### src/rtl/vga_update_scheduler_pkg.sv
`default_nettype none
// ============================================================================
// Module      : vga_update_scheduler_pkg
// Description : Scheduler state encoding and VGA timing constants shared with
//               the VGA controller.
// Revision    : 1.0 - initial release
// ============================================================================
package vga_update_scheduler_pkg;

    localparam int VGA_H_ACTIVE = 640;
    localparam int VGA_V_ACTIVE = 480;
    localparam int VGA_V_TOTAL  = 525;

    typedef enum logic [1:0] {
        ST_IDLE  = 2'd0,
        ST_ARMED = 2'd1,
        ST_COPY  = 2'd2
    } sched_state_e;

endpackage
`default_nettype wire

### src/rtl/vga_update_scheduler_if.sv
`default_nettype none
// ============================================================================
// Module      : vga_update_scheduler_if
// Description : Processor write/commit, VGA line and pixel read signals.
// Revision    : 1.0 - initial release
// ============================================================================
interface vga_update_scheduler_if #(
    parameter int ADDR_W = 4,
    parameter int DATA_W = 8,
    parameter int Y_W    = 10
);
    logic              wr_strobe;
    logic [ADDR_W-1:0] wr_addr;
    logic [DATA_W-1:0] wr_data;
    logic              commit_req;
    logic [Y_W-1:0]    Y;
    logic [ADDR_W-1:0] rd_addr;
    logic [DATA_W-1:0] rd_data;
    logic              busy;
    logic              done;
    logic              wr_drop;

    modport master (
        output wr_strobe, wr_addr, wr_data, commit_req, Y, rd_addr,
        input  rd_data, busy, done, wr_drop
    );

    modport slave (
        input  wr_strobe, wr_addr, wr_data, commit_req, Y, rd_addr,
        output rd_data, busy, done, wr_drop
    );
endinterface
`default_nettype wire

### src/rtl/vga_update_scheduler_regfile.sv
`default_nettype none
// ============================================================================
// Module      : vga_update_scheduler_regfile
// Description : Staging + live register banks with write, copy and async read.
// Revision    : 1.0 - initial release
// ============================================================================
module vga_update_scheduler_regfile #(
    parameter int ADDR_W = 4,
    parameter int DATA_W = 8
) (
    input  wire logic              clk,
    input  wire logic              rst_n,
    input  wire logic              wr_en_i,
    input  wire logic [ADDR_W-1:0] wr_addr_i,
    input  wire logic [DATA_W-1:0] wr_data_i,
    input  wire logic              cp_en_i,
    input  wire logic [ADDR_W-1:0] cp_idx_i,
    input  wire logic [ADDR_W-1:0] rd_addr_i,
    output logic      [DATA_W-1:0] rd_data_o
);
    localparam int DEPTH = 1 << ADDR_W;

    logic [DATA_W-1:0] stage_q [DEPTH];
    logic [DATA_W-1:0] live_q  [DEPTH];

    // Both banks clear on reset so an interrupted copy never leaves a mixed frame.
    always_ff @(posedge clk or negedge rst_n) begin
        if (!rst_n) begin
            for (int i = 0; i < DEPTH; i++) begin
                stage_q[i] <= '0;
                live_q[i]  <= '0;
            end
        end else begin
            if (wr_en_i) stage_q[wr_addr_i] <= wr_data_i;
            if (cp_en_i) live_q[cp_idx_i]   <= stage_q[cp_idx_i];
        end
    end

    assign rd_data_o = live_q[rd_addr_i];

endmodule
`default_nettype wire

### src/rtl/vga_update_scheduler.sv
`default_nettype none
// ============================================================================
// Module      : vga_update_scheduler
// Description : Defers a staging->live bank commit to the next vertical-blank
//               rising edge, then copies one word per clock.
// Revision    : 1.0 - initial release
// ============================================================================
module vga_update_scheduler
    import vga_update_scheduler_pkg::*;
#(
    parameter int ADDR_W   = 4,
    parameter int DATA_W   = 8,
    parameter int Y_W      = 10,
    parameter int V_ACTIVE = VGA_V_ACTIVE
) (
    input  wire logic             CLK,
    input  wire logic             RESET,
    vga_update_scheduler_if.slave bus
);
    localparam logic [ADDR_W-1:0] LAST_IDX = {ADDR_W{1'b1}};

    sched_state_e      state_q;
    logic [ADDR_W-1:0] idx_q;
    logic              blank_dly_q;
    logic              busy_q;
    logic              done_q;
    logic              wr_drop_q;

    logic              blank_w;
    logic              blank_rise_w;
    logic              stage_we_w;
    logic              copy_en_w;
    logic              req_any_w;

    assign blank_w      = (bus.Y >= Y_W'(V_ACTIVE));
    assign blank_rise_w = blank_w & ~blank_dly_q;
    assign stage_we_w   = bus.wr_strobe & (state_q == ST_IDLE);
    assign copy_en_w    = (state_q == ST_COPY);
    assign req_any_w    = bus.wr_strobe | bus.commit_req;

    // blank_dly resets high so releasing reset inside blanking is not a rise.
    always_ff @(posedge CLK or negedge RESET) begin
        if (!RESET) begin
            state_q     <= ST_IDLE;
            idx_q       <= '0;
            blank_dly_q <= 1'b1;
            busy_q      <= 1'b0;
            done_q      <= 1'b0;
            wr_drop_q   <= 1'b0;
        end else begin
            blank_dly_q <= blank_w;
            done_q      <= 1'b0;
            wr_drop_q   <= 1'b0;
            case (state_q)
                ST_IDLE: begin
                    if (bus.commit_req) begin
                        state_q <= ST_ARMED;
                        busy_q  <= 1'b1;
                    end
                end
                ST_ARMED: begin
                    wr_drop_q <= req_any_w;
                    if (blank_rise_w) begin
                        state_q <= ST_COPY;
                        idx_q   <= '0;
                    end
                end
                ST_COPY: begin
                    wr_drop_q <= req_any_w;
                    idx_q     <= idx_q + 1'b1;
                    if (idx_q == LAST_IDX) begin
                        state_q <= ST_IDLE;
                        busy_q  <= 1'b0;
                        done_q  <= 1'b1;
                    end
                end
                default: begin
                    state_q <= ST_IDLE;
                    busy_q  <= 1'b0;
                end
            endcase
        end
    end

    vga_update_scheduler_regfile #(
        .ADDR_W (ADDR_W),
        .DATA_W (DATA_W)
    ) u_regfile (
        .clk       (CLK),
        .rst_n     (RESET),
        .wr_en_i   (stage_we_w),
        .wr_addr_i (bus.wr_addr),
        .wr_data_i (bus.wr_data),
        .cp_en_i   (copy_en_w),
        .cp_idx_i  (idx_q),
        .rd_addr_i (bus.rd_addr),
        .rd_data_o (bus.rd_data)
    );

    assign bus.busy    = busy_q;
    assign bus.done    = done_q;
    assign bus.wr_drop = wr_drop_q;

endmodule
`default_nettype wire

### src/flat_wrapper.sv
// flat-port wrapper written by rule: the top's interface ports become plain ports
module vga_update_scheduler_flat import vga_update_scheduler_pkg::*;
#(
    parameter int ADDR_W   = 4,
    parameter int DATA_W   = 8,
    parameter int Y_W      = 10,
    parameter int V_ACTIVE = VGA_V_ACTIVE
)
  (CLK, RESET, bus_wr_strobe, bus_wr_addr, bus_wr_data, bus_commit_req, bus_Y, bus_rd_addr, bus_rd_data, bus_busy, bus_done, bus_wr_drop);
  vga_update_scheduler_if #(.ADDR_W(ADDR_W), .DATA_W(DATA_W), .Y_W(Y_W)) bus_i ();
  input  wire logic CLK;
  input  wire logic RESET;
  input wire logic [$bits(bus_i.wr_strobe)-1:0] bus_wr_strobe;
  input wire logic [$bits(bus_i.wr_addr)-1:0] bus_wr_addr;
  input wire logic [$bits(bus_i.wr_data)-1:0] bus_wr_data;
  input wire logic [$bits(bus_i.commit_req)-1:0] bus_commit_req;
  input wire logic [$bits(bus_i.Y)-1:0] bus_Y;
  input wire logic [$bits(bus_i.rd_addr)-1:0] bus_rd_addr;
  output wire logic [$bits(bus_i.rd_data)-1:0] bus_rd_data;
  output wire logic [$bits(bus_i.busy)-1:0] bus_busy;
  output wire logic [$bits(bus_i.done)-1:0] bus_done;
  output wire logic [$bits(bus_i.wr_drop)-1:0] bus_wr_drop;
  assign bus_i.wr_strobe = bus_wr_strobe;
  assign bus_i.wr_addr = bus_wr_addr;
  assign bus_i.wr_data = bus_wr_data;
  assign bus_i.commit_req = bus_commit_req;
  assign bus_i.Y = bus_Y;
  assign bus_i.rd_addr = bus_rd_addr;
  assign bus_rd_data = bus_i.rd_data;
  assign bus_busy = bus_i.busy;
  assign bus_done = bus_i.done;
  assign bus_wr_drop = bus_i.wr_drop;
  vga_update_scheduler #(.ADDR_W(ADDR_W), .DATA_W(DATA_W), .Y_W(Y_W), .V_ACTIVE(V_ACTIVE)) u_core (.CLK(CLK), .RESET(RESET), .bus(bus_i));
endmodule
### config.mk
export PLATFORM = sky130hd
export DESIGN_NAME = vga_update_scheduler_flat
export DESIGN_NICKNAME = d
export VERILOG_FILES = /design/src/rtl/vga_update_scheduler_pkg.sv /design/src/rtl/vga_update_scheduler_if.sv /design/src/rtl/vga_update_scheduler_regfile.sv /design/src/rtl/vga_update_scheduler.sv /design/src/flat_wrapper.sv
export SDC_FILE = /design/constraint.sdc
export NUM_CORES = 1
export LEC_CHECK = 0
export CORE_MARGIN = 2
export CORE_UTILIZATION = 50
export DETAILED_ROUTE_END_ITERATION = 12
export HOLD_SLACK_MARGIN = 0.12
export PLACE_DENSITY = 0.69
export REMOVE_ABC_BUFFERS = 1
export SYNTH_ARGS = -nofsm -noshare
export SYNTH_HDL_FRONTEND = slang
export SYNTH_SLANG_ARGS = --single-unit
### constraint.sdc
create_clock -name CLK -period 2.35 [get_ports CLK]
set_input_delay 0.3525 -clock CLK [delete_from_list [all_inputs] [get_ports CLK]]
set_output_delay 0.3525 -clock CLK [all_outputs]
set_load 0.05 [all_outputs]
-- Word-level counts from Yosys, hierarchy flattened
Cells that the tools add are included.
- add/subtract/negate cells: 1
- multipliers: 0
- div/mod/pow operators: 0
- order comparisons: 6
- eq/ne operators: 6
- shift operators: 0
- muxes and demuxes: 24
- bitwise logic cells: 8
- reductions and logical operators: 8
- operator list (operator ; count):
    128-bit bitwise mux ; 2
    8-bit binary-select mux with 4-bit select ; 2
    8-bit demux with 4-bit select ; 2
    8-bit 2-to-1 mux ; 6
    5-bit greater-or-equal comparator, second input constant ; 3
    4-bit inverter with 5-bit output ; 3
    10-bit by 9-bit greater-or-equal comparator with 1-bit output, second input constant ; 1
    5-bit by 1-bit less-than comparator with 1-bit output, second input constant ; 2
    4-bit one-hot mux with 2 select lines ; 1
    2-bit 2-to-1 mux ; 3
    2-bit one-hot mux with 3 select lines ; 1
    3-bit AND reduction ; 2
    1-bit 2-to-1 mux ; 5
    4-bit by 1-bit adder with 4-bit output, second input constant ; 1
    4-bit == test, second input constant ; 1
    4-bit 2-to-1 mux ; 1
    2-bit inequality test, second input constant ; 2
    1-bit one-hot mux with 3 select lines ; 1
    1-bit bitwise AND ; 2
    2-bit by 1-bit == test with 1-bit output, second input constant ; 1
    2-bit == test, second input constant ; 1
    1-bit logical AND ; 2
    2-bit zero test ; 1
    2-bit by 1-bit inequality test with 1-bit output, second input constant ; 1
    5 further kinds ; 6
- bits in registers: 266
- latch bits: 0
- RAM bits: 0
- memory bits (read-only): 0
- bits of input ports: 30
- output and inout port bits: 11
- word-level logic and storage cells: 91
- memories kept: 0

-- Longest topological paths before layout
Gate-level depths: netlist (run 1).
- word-level depth: 6
- gate-level depth with buffers: 7
- depth with buffers taken out: 6

-- Hierarchy
A second synthesis (run 1) with hierarchy kept.
- cell total of the unflattened synthesis: 735
- area total of the unflattened synthesis: 11911.4 um2
- by module, submodules not included (module ; instances ; cells an instance ; area an instance (um2) ; seq. area each (um2)):
    vga_update_scheduler_regfile ; 1 ; 689 ; 11382.2 ; 6406.1
    vga_update_scheduler ; 1 ; 46 ; 529.3 ; 251.5

-- Worst setup path before layout (run 1)
OpenSTA, ideal clock, no wires.
- path kind: input to output
- from: in bus_rd_addr[0]
- to: out bus_rd_data[0]
- arrival time: 1.798 ns
- data required time: 1.997 ns
- setup slack: 0.199 ns
- stages: 5
- path buffers: 2
- path through: buf_2 -> buf_2 -> mux4_2 -> a22oi_1 -> nand2_1
- word-level cells in the longest chain between the ends: 4
- ends and longest elaborated chain (item ; line ; source):
    from (decl) ; flat_wrapper.sv:18 ; input wire logic [$bits(bus_i.rd_addr)-1:0] bus_rd_addr;
    4-bit inverter with 5-bit output (implied by the code) ; vga_update_scheduler_regfile.sv:39 ; assign rd_data_o = live_q[rd_addr_i];
    8-bit binary-select mux with 4-bit select ; vga_update_scheduler_regfile.sv:39 ;
    8-bit 2-to-1 mux (implied by the code) (2 in series) ; vga_update_scheduler_regfile.sv:39 ;
    to (decl) ; flat_wrapper.sv:19 ; output wire logic [$bits(bus_i.rd_data)-1:0] bus_rd_data;
No other way between the ends. The select of a mux whose other input is x is not followed.

-- Final worst setup path (run 1)
- from: reg u_core.u_regfile.live_q[1] (netlist name)
- to: out bus_rd_data[1]
- word-level cells in the longest chain between the ends: 3
- ends and longest elaborated chain (item ; line ; source):
    from (decl) ; vga_update_scheduler_regfile.sv:24 ; logic [DATA_W-1:0] live_q [DEPTH];
    from (signal, indexed assignment) ; vga_update_scheduler_regfile.sv:35 ; if (cp_en_i) live_q[cp_idx_i] <= stage_q[cp_idx_i];
    8-bit binary-select mux with 4-bit select ; vga_update_scheduler_regfile.sv:39 ;
    8-bit 2-to-1 mux (implied by the code) (2 in series) ; vga_update_scheduler_regfile.sv:39 ;
No other way between the ends. The select of a mux whose other input is x is not followed.

==> impl_metrics.yaml, run 1 <==
worst_hold_path:
  hold_class: "in2async"
sta:
  rsz0062_at_grt: "yes"
  finalClockSkew_ps: 8.76
  max_freq_ghz: 0.435
  drv_slew: 0
  setup_viol: 0
  tightest_slew_ps: 849
  period_needed_ps: 2300
  hold_viol_final: 0
  fin_crit_sh_pct: 97.8
  slew_headroom_pct: 42.8
  tns_ps: 0
grt:
  track_usage_pct: 21.8
  antenna_found_initial: 0
  grt_pass1_vias: 7482
  grt_overflow: 0
  grt_pass1_wl_mm: 42.8
  grt_max_degree: 72
floorplanning:
  core-area_mm2: 0.0235
  initial_core_util_pct: 51.0
  die_h_um: 159
  die_w_um: 159
  io-pin-count: 41
  die-area_mm2: 0.0252
  fp-row-count: 56
logic_synthesis:
  synth_fa_ha_area_share_pct: 0.836
  synth_top_area_cell: "dfrtp_1"
  synth_cell_types: 36
  yosys_warnings: 0
  ys_ff_latch: 266
  synth_area_leaders: "dfrtp_1 (55%), mux2_2 (25%), mux4_2 (12%)"
  synth_top_area_share_pct: 55.4
  syn_area_mm2: 0.0120
  synth.most_common_cell: "dfrtp_1"
  synth-edff-count: 0
  yosysSeqAreaShare_pct: 55.6
  syn_area_per_cell_um2: 16.2
  synth_top_family_by_area: "multiplexers"
  synthSimpleGateAreaFrac_pct: 3.69
  synth_xor_area_share_pct: 0
  synthFlopType: "dfrtp_1"
  synth_compound_area_share_pct: 1.65
  syn_inst: 739
  synth_common_cells: "dfrtp_1 (265), mux2_2 (261), mux4_2 (64)"
  synth_mux_area_share_pct: 36.6
  async_reset_ff_share_pct: 100
worst_setup_path:
  cp_slowest_cell: "mux4_2"
  startpoint_type: "register"
  critical_path_class: "reg2out"
  critical_path.max_stage_delay_ps: 460
  crit_chain: "mux4_2 -> a22oi_1 -> nand2_1 -> buf_4"
  required_ps: 2000
  cp_max_fo: 2
  crit_arrival_ps: 1940
  reg2reg_setup_slack_ps: 210
  crit_path_end_kind: "output port"
finish:
  final_area_mm2: 0.0140
  syn2layout_area_growth_pct: 17.3
  nets: 853
  layout-drive-gt1-share_pct: 54.7
  diodes: 0
  n_fill_cell: 1766
run:
  cap_violations: 0
power:
  leakage_nw: 6.53
  ir_drop_uv: 937
  p_per_area_mw_per_mm2: 1130
cts:
  clockRootBuffer: "clkbuf_16"
  cts_buffers: 28
  cts_tree: "built"
  cts_max_level: 1
  clockBufferDepth: 3
  cts_sinks: 266
  clk_pin_slew_worst_paths_ps: 60
  clk_latency_ps: 540
route:
  wl_mm: 26.4
  viasPerCell: 5.87
  dr.pass1.iters: 4
  drtIter0Drc: 367
  ant_nets: 0
  wl_per_cell_um: 22.8
  drcViolationCount: 0
  vias: 6786
placed_design:
  dp_hpwl_mm: 18.2
  dpl_cell_area_mm2: 0.0130
  finalWeightedCongestion: 0.754
  io_buffers: 35
status:
  status: "completed"
-- metrics by stage --
| stage | std cells | util, % | setup slack, ps | hold slack [ps] | total power, W |
|---|---|---|---|---|---|
| CTS | 1155 | 59.7 | 8.39 | 330 | 0.0160 |
| global placement | 1100 | 55.3 | -106 | 291 | 0.0111 |
| global route | 1156 | 59.8 | -26.7 | 369 | 0.0167 |
| finish | 1156 | 59.8 | 52.8 | 335 | 0.0158 |
| detailed placement | 1100 | 55.3 | -114 | 307 | 0.0115 |
| floorplan | 702 | - | -569 | 56.9 | 0.00979 |
-- path summary, 6_finish.rpt --
path,from,endpoint,cells past startpoint
setup / recovery,u_core.u_regfile.live_q[1],bus_rd_data[1],4
hold / removal,RESET,u_core.u_regfile.stage_q[99],2
setup reg to reg,u_core.state_q[0],u_core.u_regfile.live_q[90],5
hold reg to reg,u_core.u_regfile.live_q[37],u_core.u_regfile.live_q[37],1
max in group asynchronous,RESET,u_core.u_regfile.live_q[94],3
min in group CLK,bus_commit_req,u_core.bus.wr_drop,2
-- layer usage --
layer	vias to the layer above	global-route usage (%)	part of all wire (%)
met3	38	2.27	2.7
met1	3675	30.9	46
met4	0	7.34	2.4
li1	2950	-	-
met5	-	0	0
met2	123	35.6	49
-- critical path, delay by kind of cell (launching register included) --
family,cells,cell delay [ps]
AO/OA/AOI/OAI,1,260
buffers and inverters,1,200
flip-flops,1,380
multiplexers,1,460
AND/OR/NAND/NOR,1,110
-- cells in the final DEF (no fill, tap or decap), types with 9 or more instances in the layout --
cell type	synthesis	routed
mux4_2	64	64
clkdlybuf4s50_1	0	24
nor2_2	9	10
a22oi_2	0	9
dfrtp_1	265	264
mux2_2	261	261
clkbuf_8	0	11
buf_12	0	9
clkbuf_16	0	29
buf_4	3	45
nand2_1	15	14
-- state kept, by name, summed over array words and instances, names as in the netlist --
signal                    flops
u_core.state_q                2
u_core.bus.done               1
u_core.u_regfile.live_q     128
u_core.bus.busy               1
u_core.bus.wr_drop            1
u_core.u_regfile.stage_q    128
u_core.blank_dly_q            1
u_core.idx_q                  4
-- power by group --
part / switching [W] / total [W] / internal, W
Combinational: 0.00217 / 0.00456 / 0.00238
Clock: 0.00173 / 0.00444 / 0.00271
Sequential: 0.000800 / 0.00684 / 0.00604
Total: 0.00470 / 0.0158 / 0.0111
-- timing repair --
| item | CTS | global route |
|---|---|---|
| setup endpoints to repair | 8 | 10 |
| endpoints found under the hold margin | 50 | 0 |
| hold buffers | 1 | 0 |
| pin swaps | 0 | 2 |
| cloned | 1 | 0 |
| gates resized for setup | 9 | 6 |
| setup buffers | 1 | 1 |
-- kinds of logic after synthesis --
group,after synthesis
fa+ha+maj,8
buf+inv,44
compound gates,27
flops,266
simple gates,69
mux,325
-- layout make-up --
| cell class | instances | area (µm²) | area share, % |
|---|---|---|---|
| clock buffers | 47 | 903 | 6.43 |
| inverters | 7 | 26.3 | 0.187 |
| repair buffers | 83 | 831 | 5.91 |
| flip-flops and latches | 266 | 6660 | 47.4 |
| clock inverters | 5 | 52.6 | 0.374 |
| multi-input cells | 429 | 5170 | 36.8 |
| well taps | 319 | 399 | 2.84 |
(Power assumes the default switching activity.)
==> inputs of run 2 (changes only) <==
--- a/config.mk
+++ b/config.mk
@@ -6,4 +6,5 @@
 export NUM_CORES = 1
 export LEC_CHECK = 0
+export CAP_MARGIN = 10
 export CORE_MARGIN = 2
 export CORE_UTILIZATION = 50
==> constraint.sdc (replaced) <==
create_clock -name CLK -period 2.35 [get_ports CLK]
set_input_delay 0.3525 -clock CLK [delete_from_list [all_inputs] [get_ports CLK]]
set_output_delay 0.3525 -clock CLK [all_outputs]
set_load 0.01 [all_outputs]
==> impl_metrics.yaml, run 2 (same netlist as run 1, synthesis figures left out) <==
route:
  viasPerCell: 5.87
  wl_mm: 27.0
  drtIter0Drc: 412
  wl_per_cell_um: 23.1
  drcViolationCount: 0
  dr.pass1.iters: 4
  ant_nets: 0
  vias: 6841
worst_setup_path:
  crit_buf_inv: 1
  path_delay_family: "multiplexers"
  required_ps: 2000
  cp_slowest_cell: "mux4_2"
  startpoint_type: "register"
  critical_path_class: "reg2out"
  crit_chain: "mux4_2 -> a22oi_2 -> nand2_1 -> clkdlybuf4s15_1"
  cp_max_fo: 2
  critical_path.max_stage_delay_ps: 490
  crit_path_end_kind: "output port"
  crit_arrival_ps: 1930
sta:
  setup_viol: 0
  max_freq_ghz: 0.438
  rsz0062_at_grt: "no"
  tightest_slew_ps: 743
  tns_ps: 0
  slew_headroom_pct: 50.3
  fin_crit_sh_pct: 97.1
  finalClockSkew_ps: 9.53
  period_needed_ps: 2280
  hold_viol_final: 0
  drv_slew: 0
cts:
  cts_tree: "built"
  clk_latency_ps: 550
  cts_buffers: 29
  clockBufferDepth: 3
  cts_max_level: 1
  clk_pin_slew_worst_paths_ps: 60
  cts_sinks: 266
  clockRootBuffer: "clkbuf_16"
floorplanning:
  core-area_mm2: 0.0235
  initial_core_util_pct: 51.0
  fp-row-count: 56
  io-pin-count: 41
  die_h_um: 159
  die-area_mm2: 0.0252
  die_w_um: 159
finish:
  nets: 864
  final_cells: 1166
  diodes: 0
  reg.largest.list: "u_core.u_regfile.live_q: 128 flops, u_core.u_regfile.stage_q: 128 flops, u_core.idx_q: 4 flops"
  final_common_cell: "dfrtp_1"
  syn2layout_area_growth_pct: 18.8
  layout-drive-gt1-share_pct: 55.7
  mostFrequentLayoutCells: "dfrtp_1 (264), mux2_2 (261), mux4_2 (64)"
  final_area_mm2: 0.0142
  n_fill_cell: 1763
  fin_util_pct: 60.6
grt:
  antenna_found_initial: 0
  grt_pass1_wl_mm: 44.0
  grt_max_degree: 77
  track_usage_pct: 22.3
  grt_pass1_vias: 7600
  grt_overflow: 0
placed_design:
  io_buffers: 35
  dpl_cell_area_mm2: 0.0132
  dp_hpwl_mm: 18.6
  dpl.cell_count: 1112
  finalWeightedCongestion: 0.800
power:
  total_power_w: 0.0160
  p_per_area_mw_per_mm2: 1120
  leakage_nw: 6.61
  ir_drop_uv: 565
run:
  cap_violations: 0
worst_hold_path:
  hold_class: "in2async"
status:
  status: "completed"
## run 2: cell count changes in the layout (fill, tap and decap cells not counted), sizes merged
cell and delta:
buf +3, inv +2, clkbuf -1, clkinv +2
dlygate4sd2 +1, bufinv +2, clkdlybuf4s15 +1
## run 2: path summary, 6_finish.rpt
path	start	endpoint	slack [ps]	depth (start not counted)
setup / recovery	u_core.u_regfile.live_q[1]	bus_rd_data[1]	70	4
hold / removal	RESET	u_core.u_regfile.stage_q[104]	380	2
setup reg to reg	u_core.state_q[0]	u_core.u_regfile.stage_q[104]	220	6
hold reg to reg	u_core.u_regfile.stage_q[43]	u_core.u_regfile.stage_q[43]	500	1
max in group asynchronous	RESET	u_core.u_regfile.live_q[41]	1230	3
min in group CLK	bus_commit_req	u_core.bus.wr_drop	470	2
## run 2: layout make-up
class                      count  area [µm²]  share of cell area (%)
clock inverter                11         140                   0.986
tap                          319         399                    2.81
timing repair buffer          93         958                    6.74
inverter                       7        26.3                   0.185
sequential                   266        6660                    46.8
clock buffer                  41         841                    5.91
multi-input combinational    429        5190                    36.5
## run 2: timing repair
| item | in CTS | in global routing |
|---|---|---|
| hold endpoints to repair | 68 | 0 |
| pin swaps | 8 | 4 |
| cloned | 1 | 0 |
| endpoints found under the setup margin | 8 | 8 |
| resized for setup | 29 | 12 |
| hold buffers | 1 | 0 |
| setup buffers | 0 | 0 |
## run 2: worst register-to-register path: stages (launching register included)
cell,delay (ps)
dfrtp_1,410
inv_1,100
ha_1,320
nand2_1,160
nor3_1,280
nand2b_1,360
mux2_2,390
## run 2: through the flow
step / hold slack (ps) / setup slack [ps]
6_report: 381 / 67.6
5_1_grt: 428 / 7.47
4_1_cts: 378 / 3.96
3_5_place_dp: 366 / -355
3_3_place_gp: 347 / -330
2_1_floorplan: 56.9 / -569
## run 2: where the power goes
| group | switching (W) | internal, W |
|---|---|---|
| logic | 0.00209 | 0.00241 |
| clock network | 0.00182 | 0.00281 |
| registers | 0.000816 | 0.00604 |
| total | 0.00472 | 0.0113 |
## run 2: per-layer routing
| layer | up-vias | part of all wire (%) | track usage, % |
|---|---|---|---|
| li1 | 2972 | - | - |
| met1 | 3699 | 44 | 31.7 |
| met2 | 130 | 49 | 36.5 |
| met3 | 40 | 4.7 | 3.03 |
| met4 | 0 | 2.3 | 5.96 |
| met5 | - | 0 | 0 |
==> inputs of run 3 (changes only) <==
Settings changed: CTS_CLUSTER_DIAMETER set to 100, SLEW_MARGIN set to 30.
==> results of run 3 <==
The final DEF is identical to that of run 2; final timing and power are the same.
